File: src/rtl/keypad_scanner.sv
// Matrix keypad scanner: one-cold column strobe, frame-level ghost rejection, press/release debounce
// and a valid/ack event port. Define KEYPAD_REPEAT_EN to build the auto-repeat frame counter.
module keypad_scanner #(
   parameter int ROWS          = 4,
   parameter int COLS          = 4,
   parameter int SCAN_DIV      = 1024,
   parameter int DEBOUNCE      = 3,
   parameter int REPEAT_FRAMES = 32,
   localparam int KW = ($clog2(ROWS*COLS) > 1) ? $clog2(ROWS*COLS) : 1
) (
   input  logic            clk,
   input  logic            rst,
   input  logic [ROWS-1:0] row,
   output logic [COLS-1:0] col,
   output logic [KW-1:0]   key_code,
   output logic            key_valid,
   input  logic            key_ack,
   output logic            key_held,
   output logic            overrun
);

   localparam int RW = ($clog2(ROWS) > 1) ? $clog2(ROWS) : 1;
   localparam int CW = ($clog2(COLS) > 1) ? $clog2(COLS) : 1;
   localparam int DW = ($clog2(SCAN_DIV) > 1) ? $clog2(SCAN_DIV) : 1;

   typedef enum logic [1:0] {ST_IDLE, ST_DEBOUNCE, ST_PRESSED, ST_RELEASE} state_t;

   logic          started;
   logic [CW-1:0] col_idx;
   logic [DW-1:0] div_cnt;
   logic          sample;
   logic          last_col;
   logic          frame_end;

   logic [1:0]    samp_cnt;
   logic [RW-1:0] samp_row;
   logic [KW-1:0] samp_key;

   logic          acc_any;
   logic          acc_multi;
   logic [KW-1:0] acc_key;
   logic          cur_any;
   logic          cur_multi;
   logic [KW-1:0] cur_key;
   logic          res_none;
   logic          res_single;
   logic          match;

   state_t        state;
   logic [3:0]    cnt;
   logic [KW-1:0] cand;
   logic          press_done;
   logic          release_done;
   logic          rep_hit;
   logic          emit_req;

   assign sample    = started && (div_cnt == DW'(SCAN_DIV - 1));
   assign last_col  = (col_idx == CW'(COLS - 1));
   assign frame_end = sample && last_col;

   // The strobe stays all-ones in reset and starts on column 0 at the first edge afterwards.
   always_ff @(posedge clk or posedge rst) begin
      if (rst) begin
         started <= 1'b0;
         col_idx <= '0;
         div_cnt <= '0;
         col     <= '1;
      end else if (!started) begin
         started <= 1'b1;
         col     <= ~(COLS'(1));
      end else if (sample) begin
         div_cnt <= '0;
         if (last_col) begin
            col_idx <= '0;
            col     <= ~(COLS'(1));
         end else begin
            col_idx <= col_idx + CW'(1);
            col     <= ~(COLS'(1) << (col_idx + CW'(1)));
         end
      end else begin
         div_cnt <= div_cnt + DW'(1);
      end
   end

   // Count low rows in this column sample, saturating at two, and remember the first one.
   always_comb begin
      samp_cnt = 2'd0;
      samp_row = '0;
      for (int r = 0; r < ROWS; r++) begin
         if (!row[r]) begin
            if (samp_cnt == 2'd0) samp_row = RW'(r);
            if (samp_cnt != 2'd2) samp_cnt = samp_cnt + 2'd1;
         end
      end
   end

   assign samp_key   = KW'(int'(samp_row) * COLS + int'(col_idx));
   assign cur_any    = acc_any || (samp_cnt != 2'd0);
   assign cur_multi  = acc_multi || (samp_cnt == 2'd2) || (acc_any && (samp_cnt != 2'd0));
   assign cur_key    = acc_any ? acc_key : samp_key;
   assign res_none   = !cur_any;
   assign res_single = cur_any && !cur_multi;
   assign match      = res_single && (cur_key == cand);

   // Frame accumulator; the last column's sample is folded in combinationally at frame end.
   always_ff @(posedge clk or posedge rst) begin
      if (rst) begin
         acc_any   <= 1'b0;
         acc_multi <= 1'b0;
         acc_key   <= '0;
      end else if (sample) begin
         if (last_col) begin
            acc_any   <= 1'b0;
            acc_multi <= 1'b0;
            acc_key   <= '0;
         end else begin
            acc_any   <= cur_any;
            acc_multi <= cur_multi;
            acc_key   <= cur_key;
         end
      end
   end

   assign press_done   = ((state == ST_IDLE) && res_single && (DEBOUNCE == 1)) ||
                         ((state == ST_DEBOUNCE) && match && (cnt == 4'(DEBOUNCE - 1)));
   assign release_done = ((state == ST_PRESSED) && res_none && (DEBOUNCE == 1)) ||
                         ((state == ST_RELEASE) && res_none && (cnt == 4'(DEBOUNCE - 1)));
   assign emit_req     = frame_end && (press_done || rep_hit);

`ifdef KEYPAD_REPEAT_EN
   localparam int RPW = ($clog2(REPEAT_FRAMES + 1) > 1) ? $clog2(REPEAT_FRAMES + 1) : 1;

   logic [RPW-1:0] rep_cnt;

   assign rep_hit = (state == ST_PRESSED) && match && (rep_cnt == RPW'(REPEAT_FRAMES - 1));

   // Counts consecutive SINGLE(cand) frames while pressed; any other frame or state restarts it.
   always_ff @(posedge clk or posedge rst) begin
      if (rst) begin
         rep_cnt <= '0;
      end else if (frame_end) begin
         if ((state != ST_PRESSED) || !match || rep_hit) rep_cnt <= '0;
         else                                            rep_cnt <= rep_cnt + RPW'(1);
      end
   end
`else
   localparam int unused_repeat_frames = REPEAT_FRAMES;

   assign rep_hit = 1'b0;
`endif

   // Debounce FSM plus the event port: a new event may replace a pending one only if acked this cycle.
   always_ff @(posedge clk or posedge rst) begin
      if (rst) begin
         state     <= ST_IDLE;
         cnt       <= 4'd0;
         cand      <= '0;
         key_code  <= '0;
         key_valid <= 1'b0;
         key_held  <= 1'b0;
         overrun   <= 1'b0;
      end else begin
         overrun <= 1'b0;
         if (emit_req) begin
            if (!key_valid || key_ack) begin
               key_code  <= cur_key;
               key_valid <= 1'b1;
            end else begin
               overrun <= 1'b1;
            end
         end else if (key_valid && key_ack) begin
            key_valid <= 1'b0;
         end

         if (frame_end) begin
            case (state)
               ST_IDLE: begin
                  if (res_single) begin
                     cand <= cur_key;
                     cnt  <= 4'd1;
                     if (press_done) begin
                        state    <= ST_PRESSED;
                        key_held <= 1'b1;
                     end else begin
                        state <= ST_DEBOUNCE;
                     end
                  end
               end
               ST_DEBOUNCE: begin
                  if (match) begin
                     cnt <= cnt + 4'd1;
                     if (press_done) begin
                        state    <= ST_PRESSED;
                        key_held <= 1'b1;
                     end
                  end else begin
                     state <= ST_IDLE;
                     cnt   <= 4'd0;
                  end
               end
               ST_PRESSED: begin
                  if (res_none) begin
                     cnt <= 4'd1;
                     if (release_done) begin
                        state    <= ST_IDLE;
                        key_held <= 1'b0;
                     end else begin
                        state <= ST_RELEASE;
                     end
                  end
               end
               ST_RELEASE: begin
                  if (res_none) begin
                     cnt <= cnt + 4'd1;
                     if (release_done) begin
                        state    <= ST_IDLE;
                        key_held <= 1'b0;
                        cnt      <= 4'd0;
                     end
                  end else begin
                     state <= ST_PRESSED;
                  end
               end
               default: state <= ST_IDLE;
            endcase
         end
      end
   end

endmodule

File: config.mk
export PLATFORM = sky130hd
export DESIGN_NAME = keypad_scanner
export DESIGN_NICKNAME = d
export VERILOG_FILES = /design/src/rtl/keypad_scanner.sv
export SDC_FILE = /design/constraint.sdc
export NUM_CORES = 1
export LEC_CHECK = 0
export BUFFER_PORTS_ARGS = -buffer_cell sky130_fd_sc_hd__buf_2
export CORE_ASPECT_RATIO = 0.8
export CORE_MARGIN = 2
export CORE_UTILIZATION = 55
export CTS_BUF_LIST = sky130_fd_sc_hd__clkbuf_16
export DETAILED_ROUTE_END_ITERATION = 16
export PLACE_DENSITY = 0.76
export SYNTH_ARGS = -nofsm -noshare
export SYNTH_HDL_FRONTEND = slang
export SYNTH_SLANG_ARGS = --single-unit
File: constraint.sdc
create_clock -name clk -period 2.4 [get_ports clk]
set_clock_uncertainty 0.1 [all_clocks]
set_input_delay 0.72 -clock clk [delete_from_list [all_inputs] [get_ports clk]]
set_output_delay 0.72 -clock clk [all_outputs]
set_load 0.02 [all_outputs]
After elaboration in Yosys (flattened, before gate mapping) --
Cells that the tools add are included.
Storage, ports and cells: bits in registers 40, input bits 7, output and inout port bits 11, word-level logic and storage cells 124
Operators by class: add/subtract/negate cells 7, equal/unequal tests 21, shifts and indexed selects 1, muxes and demuxes 48, bitwise operators 1, reductions and logical operators 32
Operators by type and width (count):
- 4-bit two-way mux | 10
- 2-bit two-way mux | 19
- 2-bit != test, second input constant | 8
- 4-bit case mux with 4 select lines | 1
- 1-bit two-way mux | 15
- 1-bit logical AND | 11
- 10-bit by 1-bit adder with 10-bit output, second input constant | 1
- 10-bit equality test, second input constant | 1
- 10-bit two-way mux | 1
- 5-bit AND reduction | 2
- 2-bit by 1-bit adder with 2-bit output, second input constant | 4
- 2-bit equality test, second input constant | 4
- 2-bit logical NOT | 4
- 2-bit case mux with 4 select lines | 1
- 2-bit by 1-bit != test with 1-bit output, second input constant | 3
- 3-bit != test, second input constant | 2
- 2-bit AND reduction | 3
- 4-bit by 1-bit adder with 4-bit output, second input constant | 1
- 4-bit by 2-bit adder with 4-bit output | 1
- 4-bit by 2-bit equality test with 1-bit output, second input constant | 1
- 4-bit equality test | 1
- 1-bit logical OR | 4
- 4-bit NOT | 1
- 4-bit AND reduction | 1
- 7 further kinds | 10

Longest topological paths before layout --
Gate-level depths: netlist of the first run.
depth after elaboration 21, mapped depth 10, depth with buffers taken out 9

Worst setup path before layout of the first run --
Ideal clock, no wire load.
kind input to register, from input port row[0], to register key_code[0], library setup time 0.125 ns, data arrival time 3.047 ns, data required time 2.175 ns, slack -0.872 ns, stages 10, buffers on the path 1, cells stage by stage inv_1 ha_1 or4b_4 o41ai_2 mux2_4 a211oi_2 and3_4 and3_4 buf_6 mux2_4
Between the ends: cells in the longest elaborated chain, start to end 20, elaborated cells between the ends (all ways) 38, classes of those cells add/sub: 4; eq/ne: 5; mux: 14; reduce/logical: 15
RTL lines:
- from (decl) | RTL line 13 | input logic [ROWS-1:0] row,
- 1-bit two-way mux * | RTL line 90 | if (!row[r]) begin
- parallel branches: the longest is 14 deep, another holds 4-bit by 2-bit adder with 4-bit output
- 1-bit logical AND * | RTL line 103 | assign match = res_single && (cur_key == cand);
- 1-bit logical AND * (2 in series) | RTL line 125 | ((state == ST_DEBOUNCE) && match && (cnt == 4'(DEBOUNCE - 1)));
- 1-bit logical AND * | RTL line 128 | assign emit_req = frame_end && (press_done || rep_hit);
- 2-bit AND reduction (no source line) *
- to (signal assigned) | RTL line 166 | key_code <= cur_key;
- to (decl) | RTL line 15 | output logic [KW-1:0] key_code,
Every way passes the cells marked *. A chain may end at the register's enable or synchronous reset.

Worst setup path after layout of the first run --
from input port row[0], to register key_code[2]
Between the ends: cells in the longest elaborated chain, start to end 20, elaborated cells between the ends (all ways) 38, classes of those cells add/sub: 4; eq/ne: 5; mux: 14; reduce/logical: 15
RTL lines (RTL line):
- 1-bit two-way mux * | 90
- parallel branches: the longest is 19 deep, another holds 4-bit by 2-bit adder with 4-bit output
Marked as above.

==> run_results.csv, run 1 <==
group,metric,value,unit
detailed_routing,wl_per_cell,15.4,um
synthesis,synth_cells,219,
pwr,p_leak,1.37,nW
detailed_routing,vias,1806,
critical_path,cp.arrival,2990,ps
grt,grt_pass1_wl,8.22,mm
detailed_routing,wirelength,4.96,mm
clock_tree,htreeDepth,2,
synthesis,synth_flop_cell,"dfrtp_1",
synthesis,ys_warn_count,0,
synthesis,synth.distinct_cells,47,
cells_and_area,nets,286,
detailed_routing,m1WireLength,2.31,mm
detailed_routing,ant_nets,0,
die,fp.dieH,61.0,um
pwr,power_density,602,nW/um^2
die,fp.dieW,75.2,um
cells_and_area,regArea,1010,sq um
detailed_routing,drc,0,
pwr,p_total,1.72,mW
detailed_routing,highest_layer,"met4",
grt,antenna_found_initial,0,
clock_tree,root_buffer,"clkbuf_16",
timing,setup_slack,-525,ps
run_status,violations,"setup timing",
flow_run,maxCapViolations,0,
pwr,ir_drop,0.422,mV
synthesis,synth-edff-count,0,
timing,fmaxAchievable,342,MHz
detailed_routing,viasPerCell,5.59,
run_status,status,"finished, violations left",
critical_path,crit_required,2460,ps
grt,track_usage,0.248,
timing,finalHoldViolations,0,
clock_tree,clk-insertion-delay-late,280,ps
synthesis,seq_area_frac_synth,0.451,
synthesis,mappedNetlistArea,2230,sq um
clock_tree,cts_inserted_buffers,5,
timing,tightest_slew,505,ps
placement,hpwlAfterDp,3.53,mm
critical_path,regToRegSetupSlack,60,ps
die,num_rows,20,
grt,grt_start_max_net_pins,41,
synthesis,synth_top_area_share,0.404,
critical_path,crit_type,"input pin to flip-flop",
cells_and_area,drive_above_1_share,0.354,
timing,slew_violations,0,
timing,rsz0062_at_grt,"true",
synthesis,synth_seq_cells,40,
critical_path,slowest_stage,"or4b_4",
critical_path,critPathLaunchType,"input pin",
die,io_pins,18,
critical_path,cp-end-kind,"flip-flop",
die,dieArea,4590,sq um
cells_and_area,multi_input_area,1210,sq um
synthesis,syn_nets,238,
synthesis,yosysTopAreaCell,"dfrtp_1",
placement,port_buffers,17,
critical_path,cp_cell_sequence,"buf_12 -> inv_12 -> ha_4 -> or4b_4 -> o41ai_4 -> mux2_4 -> a211oi_4 -> and3_4 -> and3_4 -> mux2_4",
timing,setup_viol,18,
die,initial_core_util,0.579,
die,core,3850,sq um
timing,min_period,2920,ps
critical_path,crit_fanout,4,
critical_path,critPathMaxStageDelay,560,ps
clock_tree,path_clk_slew,50,ps
synthesis,avgSynthCellArea,10.2,sq um
clock_tree,hold_buffers,0,
grt,grt_pass1_vias,1701,
detailed_routing,drtPass1Iterations,4,
cells_and_area,fillerInstances,286,
detailed_routing,drtIter0Drc,138,
clock_tree,clkSinkCount,40,
cells_and_area,syn_to_final_growth,28.1,%
detailed_routing,routed-wl-met3,315,um
critical_path,cp_top_family,"simple AND/OR/NAND/NOR gates",
grt,overflow,0,
timing,finalCritPeriodShare,1.22,
clock_tree,cts_tree,"done",
cells_and_area,antenna_cells,0,
detailed_routing,wl_met2,2.29,mm
placement,pre_cts_ws,-905,ps
timing,slew_headroom,0.663,
clock_tree,clk_path_buf_depth,2,
critical_path,critical_path_buf_inv_count,2,
placement,gp_congestion,0.865,
synthesis,synth_area_leaders,"dfrtp_1 40%, ha_1 6.7%, dfstp_2 4.7%",
min_path,hold_path.class,"flip-flop to flip-flop",
synthesis,async_flop_share,1.00,
-- logic make-up (layout without fill, tap and decap cells) --
logic type	after synthesis	count (layout)	share of synthesized area
AND/OR/NAND/NOR	80	80	0.189
AO/OA/AOI/OAI	40	40	0.128
flip-flops	40	40	0.451
buffers and inverters	21	70	0.0392
multiplexers	14	14	0.0802
adder cells (fa/ha/maj)	12	12	0.0673
XOR/XNOR	11	11	0.0432
other	1	1	0.00168
-- cell usage in the layout (no fill, tap or decap), drive strengths merged, types with 4 or more instances in the layout --
| master | instances |
|---|---|
| a21oi | 10 |
| buf | 46 |
| o21ai | 11 |
| nand2b | 4 |
| dfstp | 4 |
| nand3 | 12 |
| clkbuf | 5 |
| nand2 | 27 |
| dfrtp | 36 |
| nor2 | 13 |
| xnor2 | 8 |
| ha | 12 |
| inv | 17 |
| mux2 | 13 |
| and3 | 6 |
-- metrics by stage --
stage	TNS, ps	cell area, sq um	std cells	utilization	hold WS (ps)
6_report	-6030	2860	323	0.742	374
2_1_floorplan	-6860	2290	219	-	338
3_3_place_gp	-12400	2610	312	0.678	360
5_1_grt	-7130	2860	323	0.742	392
4_1_cts	-5970	2840	322	0.736	374
3_5_place_dp	-13390	2610	312	0.678	365
-- worst paths after layout --
kind                                  from     endpoint  cells after the start
worst max-delay path                row[0]  key_code[2]                     10
worst min-delay path            div_cnt[8]   div_cnt[8]                      1
worst max register to register     acc_any  key_code[2]                      7
worst min register to register  div_cnt[8]   div_cnt[8]                      1
max in group asynchronous              rst       col[1]                      3
min in group asynchronous              rst      cand[2]                      3
-- flip-flops by register name (all words and copies together) (netlist names) --
name       cells
overrun        1
col_idx        2
key_held       1
acc_any        1
cnt            4
div_cnt       10
started        1
acc_key        4
key_valid      1
state          2
cand           4
col            4
key_code       4
acc_multi      1
-- Yosys cell counts (4+ instances only) --
| cell | count |
|---|---|
| dfrtp_1 | 36 |
| nand2_1 | 27 |
| inv_1 | 16 |
| ha_1 | 12 |
| nor2_1 | 12 |
| nand3_1 | 11 |
| o21ai_0 | 11 |
| a21oi_1 | 10 |
| xnor2_1 | 8 |
| mux2_2 | 7 |
| mux2_4 | 6 |
| and3_1 | 4 |
| dfstp_2 | 4 |
| nand2b_1 | 4 |
-- final cells by class --
class / count / area share
flip-flops and latches: 40 / 0.352
repair buffers: 46 / 0.115
clock buffers: 5 / 0.0438
multi-input cells: 158 / 0.425
clock inverters: 3 / 0.0136
well taps: 55 / 0.0241
inverters: 16 / 0.0271
-- power breakdown --
| part | internal, mW | switching, mW |
|---|---|---|
| clock network | 0.484 | 0.255 |
| registers | 0.719 | 0.0484 |
| logic | 0.113 | 0.103 |
-- worst register-to-register path, stage by stage (launching register included) --
cell      delay (ps)
dfrtp_1          440
mux2_2           420
xnor2_1          170
nand2_1          120
a211oi_4         240
and3_4           210
and3_4           240
mux2_4           300
-- per-layer routing --
| layer | GRT usage | up-vias |
|---|---|---|
| li1 | - | 862 |
| met1 | 0.357 | 876 |
| met2 | 0.372 | 60 |
| met3 | 0.0631 | 8 |
| met4 | 0.0777 | 0 |
| met5 | 0 | - |
-- timing repair --
item | in CTS | in global routing
pin swaps | 4 | 1
setup endpoints to repair | 18 | 18
resized for setup | 12 | 4
setup buffers | 2 | 1
(Power assumes the default switching activity.)
==> run 2, diff against run 1 <==
--- a/config.mk
+++ b/config.mk
@@ -12,6 +12,7 @@
 export CTS_BUF_LIST = sky130_fd_sc_hd__clkbuf_16
 export DETAILED_ROUTE_END_ITERATION = 16
 export PLACE_DENSITY = 0.76
+export SKIP_CTS_REPAIR_TIMING = 1
 export SYNTH_ARGS = -nofsm -noshare
 export SYNTH_HDL_FRONTEND = slang
 export SYNTH_SLANG_ARGS = --single-unit
==> run_results.csv, run 2 (synthesis results as in run 1) <==
group,metric,value,unit
cells_and_area,mostFrequentLayoutCells,"36 x dfrtp_1, 29 x buf_4, 25 x nand2_1",
detailed_routing,drtIter0Drc,134,
critical_path,cp.arrival,3080,ps
critical_path,cp-end-kind,"flip-flop",
cells_and_area,drive_above_1_share,0.363,
pwr,p_leak,1.39,nW
grt,antenna_found_initial,0,
detailed_routing,vias,1835,
critical_path,crit_type,"input pin to flip-flop",
cells_and_area,antenna_cells,0,
timing,slew_violations,0,
grt,grt_pass1_vias,1671,
die,dieArea,4590,sq um
critical_path,r2r_start,"acc_any",
clock_tree,root_buffer,"clkbuf_16",
grt,grt_pass1_wl,8.09,mm
pwr,ir_drop,0.419,mV
clock_tree,htreeDepth,2,
die,fp.dieW,75.2,um
run_status,violations,"setup timing",
detailed_routing,wl_per_cell,16.1,um
timing,rsz0062_at_grt,"true",
pwr,p_total,1.73,mW
cells_and_area,final_common_cell,"dfrtp_1",
critical_path,crit_fanout,4,
timing,finalSetupTns,-7770,ps
cells_and_area,fin_cells,325,
placement,hpwlAfterDp,3.53,mm
run_status,status,"finished, violations left",
min_path,hold_path_startpoint,"div_cnt[8]",
timing,tightest_slew,505,ps
timing,finalCritPeriodShare,1.25,
critical_path,crit_required,2470,ps
clock_tree,cts_inserted_buffers,5,
cells_and_area,nets,288,
pwr,power_density,601,nW/um^2
clock_tree,clk-insertion-delay-late,280,ps
clock_tree,clk_path_buf_depth,2,
detailed_routing,ant_nets,0,
grt,track_usage,0.244,
die,num_rows,20,
clock_tree,clkSinkCount,40,
cells_and_area,syn_to_final_growth,29.2,%
placement,dp_cells,312,
detailed_routing,drtPass1Iterations,4,
cells_and_area,largest-register,"div_cnt",
timing,slew_headroom,0.663,
timing,min_period,3010,ps
detailed_routing,drc,0,
critical_path,critPathLaunchType,"input pin",
critical_path,crit_path_start,"row[1]",
flow_run,maxCapViolations,0,
die,initial_core_util,0.579,
placement,post_dp_cell_area,2610,sq um
timing,setup_slack,-610,ps
cells_and_area,largest_register_ffs,10,
clock_tree,cts_tree,"done",
timing,fmaxAchievable,332,MHz
die,io_pins,18,
die,core,3850,sq um
timing,setup_viol,18,
placement,gp_congestion,0.865,
timing,finalHoldViolations,0,
cells_and_area,fin_area,2880,sq um
die,fp.dieH,61.0,um
placement,port_buffers,17,
clock_tree,path_clk_slew,60,ps
detailed_routing,viasPerCell,5.65,
grt,grt_start_max_net_pins,41,
grt,overflow,0,
detailed_routing,wirelength,5.23,mm
min_path,hold_path.class,"flip-flop to flip-flop",
==> run 2: final timing paths <==
kind,depth (start not counted),slack [ps],to
worst max register to register,7,80,key_code[0]
max in group asynchronous,3,1370,col[2]
worst max-delay path,10,-610,key_code[0]
worst min register to register,1,370,div_cnt[8]
min in group asynchronous,3,450,cand[2]
worst min-delay path,1,370,div_cnt[8]
==> run 2: final cells by class <==
class                      count  area [sq um]
inverter                      16          80.1
fill                         284           970
sequential                    40          1010
clock buffer                   5           125
timing repair buffer          48           342
multi-input combinational    158          1220
tap                           55          68.8
clock inverter                 3          38.8
==> run 2: routing by layer <==
| layer | global-route usage | vias to the layer above | routed length, um |
|---|---|---|---|
| li1 | - | 868 | - |
| met1 | 0.345 | 897 | 2400 |
| met2 | 0.366 | 60 | 2440 |
| met4 | 0.0752 | 0 | 65 |
| met5 | 0 | - | 0 |
| met3 | 0.0714 | 10 | 322 |
==> run 2: worst max-delay path, cell delays in order <==
cell,delay [ps]
buf_8,100
inv_8,50
ha_4,200
or4b_4,580
o41ai_4,90
mux2_4,350
a211oi_4,230
and3_4,220
and3_4,240
mux2_4,310
==> run 2: through the flow <==
stage                     worst slack, ps  hold WS [ps]  utilization
after global routing                 -685           392        0.748
after detailed placement             -905           365        0.678
final                                -610           374        0.748
after CTS                            -616           374        0.720
after floorplan                      -733           338            -
after global placement               -851           360        0.678
==> run 2: power by group <==
group | total [mW] | switching, mW | internal, mW | leakage (nW)
clock network | 0.740 | 0.256 | 0.484 | 0.0850
logic | 0.226 | 0.108 | 0.119 | 0.792
registers | 0.768 | 0.0487 | 0.719 | 0.516
==> run 3, diff against run 2 <==
--- a/config.mk
+++ b/config.mk
@@ -11,6 +11,7 @@
 export CORE_UTILIZATION = 55
 export CTS_BUF_LIST = sky130_fd_sc_hd__clkbuf_16
 export DETAILED_ROUTE_END_ITERATION = 16
+export GPL_TIMING_DRIVEN = 0
 export PLACE_DENSITY = 0.76
 export SKIP_CTS_REPAIR_TIMING = 1
 export SYNTH_ARGS = -nofsm -noshare
==> run_results.csv, run 3 (synthesis results as in run 1) <==
group,metric,value,unit
detailed_routing,vias,1739,
detailed_routing,drc,0,
die,fp.dieW,75.2,um
critical_path,cp_top_family,"simple AND/OR/NAND/NOR gates",
die,initial_core_util,0.579,
die,num_rows,20,
critical_path,crit_fanout,4,
placement,dp_cells,291,
placement,hpwlAfterDp,3.01,mm
placement,port_buffers,17,
clock_tree,cts_inserted_buffers,5,
detailed_routing,drtPass1Iterations,4,
clock_tree,path_clk_slew,60,ps
critical_path,cp_cell_sequence,"buf_8 -> inv_6 -> ha_4 -> or4b_4 -> o41ai_4 -> mux2_4 -> a211oi_4 -> and3_4 -> and3_4 -> mux2_4",
timing,min_period,3040,ps
cells_and_area,mostFrequentLayoutCells,"36 x dfrtp_1, 26 x nand2_1, 16 x buf_2",
critical_path,slowest_stage,"or4b_4",
die,core,3850,sq um
pwr,p_leak,1.28,nW
die,dieArea,4590,sq um
cells_and_area,largest_register_ffs,10,
detailed_routing,drtIter0Drc,98,
cells_and_area,antenna_cells,0,
die,io_pins,18,
critical_path,crit_type,"input pin to flip-flop",
critical_path,cp-end-kind,"flip-flop",
run_status,violations,"setup timing",
timing,finalHoldViolations,0,
pwr,ir_drop,0.543,mV
grt,antenna_found_initial,0,
timing,finalCritPeriodShare,1.27,
flow_run,maxCapViolations,0,
critical_path,cp.arrival,3100,ps
grt,grt_pass1_vias,1529,
timing,tightest_slew,809,ps
die,fp.dieH,61.0,um
cells_and_area,largest-register,"div_cnt",
placement,post_dp_cell_area,2440,sq um
timing,setup_slack,-638,ps
detailed_routing,ant_nets,0,
cells_and_area,nets,270,
timing,slew_headroom,0.460,
clock_tree,clk_path_buf_depth,2,
critical_path,critPathMaxStageDelay,530,ps
timing,slew_violations,0,
critical_path,crit_required,2460,ps
clock_tree,htreeDepth,2,
run_status,status,"finished, violations left",
placement,gp_congestion,0.798,
grt,track_usage,0.213,
clock_tree,cts_tree,"done",
clock_tree,root_buffer,"clkbuf_16",
grt,overflow,0,
cells_and_area,fin_area,2760,sq um
clock_tree,clk-insertion-delay-late,280,ps
cells_and_area,drive_above_1_share,0.317,
cells_and_area,final_common_cell,"dfrtp_1",
cells_and_area,syn_to_final_growth,23.8,%
cells_and_area,fin_cells,307,
detailed_routing,wl_per_cell,15.4,um
min_path,hold_path.class,"flip-flop to flip-flop",
timing,fmaxAchievable,329,MHz
timing,setup_viol,18,
clock_tree,clkSinkCount,40,
pwr,power_density,624,nW/um^2
critical_path,critPathLaunchType,"input pin",
detailed_routing,wirelength,4.73,mm
grt,grt_pass1_wl,7.15,mm
critical_path,critical_path_buf_inv_count,2,
timing,rsz0062_at_grt,"true",
timing,finalSetupTns,-7200,ps
detailed_routing,viasPerCell,5.66,
grt,grt_start_max_net_pins,41,
run 3: metrics by stage:
stage | utilization | total power [mW] | setup slack [ps] | hold WS, ps
finish | 0.717 | 1.72 | -638 | 369
global route | 0.717 | 1.78 | -697 | 387
CTS | 0.677 | 1.68 | -855 | 371
detailed placement | 0.634 | 0.948 | -1130 | 361
global placement | 0.634 | 0.941 | -1110 | 354
floorplan | - | 0.900 | -733 | 338
run 3: path summary, 6_finish.rpt:
path	startpoint	endpoint	slack (ps)	depth (start not counted)
max	row[1]	key_code[0]	-640	10
min	div_cnt[6]	div_cnt[6]	370	1
max reg2reg	div_cnt[0]	cand[1]	-130	8
min reg2reg	div_cnt[6]	div_cnt[6]	370	1
max in group asynchronous	rst	state[0]	1190	2
min in group asynchronous	rst	cand[3]	500	2
run 3: cell type report:
cell class,instances,area (sq um)
fillers,296,1090
inverters,16,77.6
plain buffers,4,16.3
multi-input cells,158,1250
well taps,55,68.8
clock buffers,5,125
clock inverters,3,38.8
flip-flops and latches,40,1010
repair buffers,26,184
run 3: where the power goes:
| group | internal [mW] | total (mW) | leakage [nW] | switching, mW |
|---|---|---|---|---|
| Sequential | 0.719 | 0.765 | 0.516 | 0.0462 |
| Combinational | 0.108 | 0.215 | 0.677 | 0.108 |
| Clock | 0.485 | 0.743 | 0.0850 | 0.259 |
| Total | 1.31 | 1.72 | 1.28 | 0.413 |
run 3: per-layer routing:
metal | global-route usage | wire length (um) | vias to the layer above
met2 | 0.313 | 2140 | 62
li1 | - | - | 838
met3 | 0.0532 | 324 | 9
met4 | 0.0902 | 89 | 0
met1 | 0.303 | 2170 | 830
met5 | 0 | 0 | -
run 3: worst register-to-register path, stage by stage, from the launching register on:
cell and delay (ps):
dfrtp_1 380, ha_1 200, and3_1 160, clkbuf_1 230, and3_1 190, buf_2 210
nand2_1 200, or3_4 460, mux2_2 290
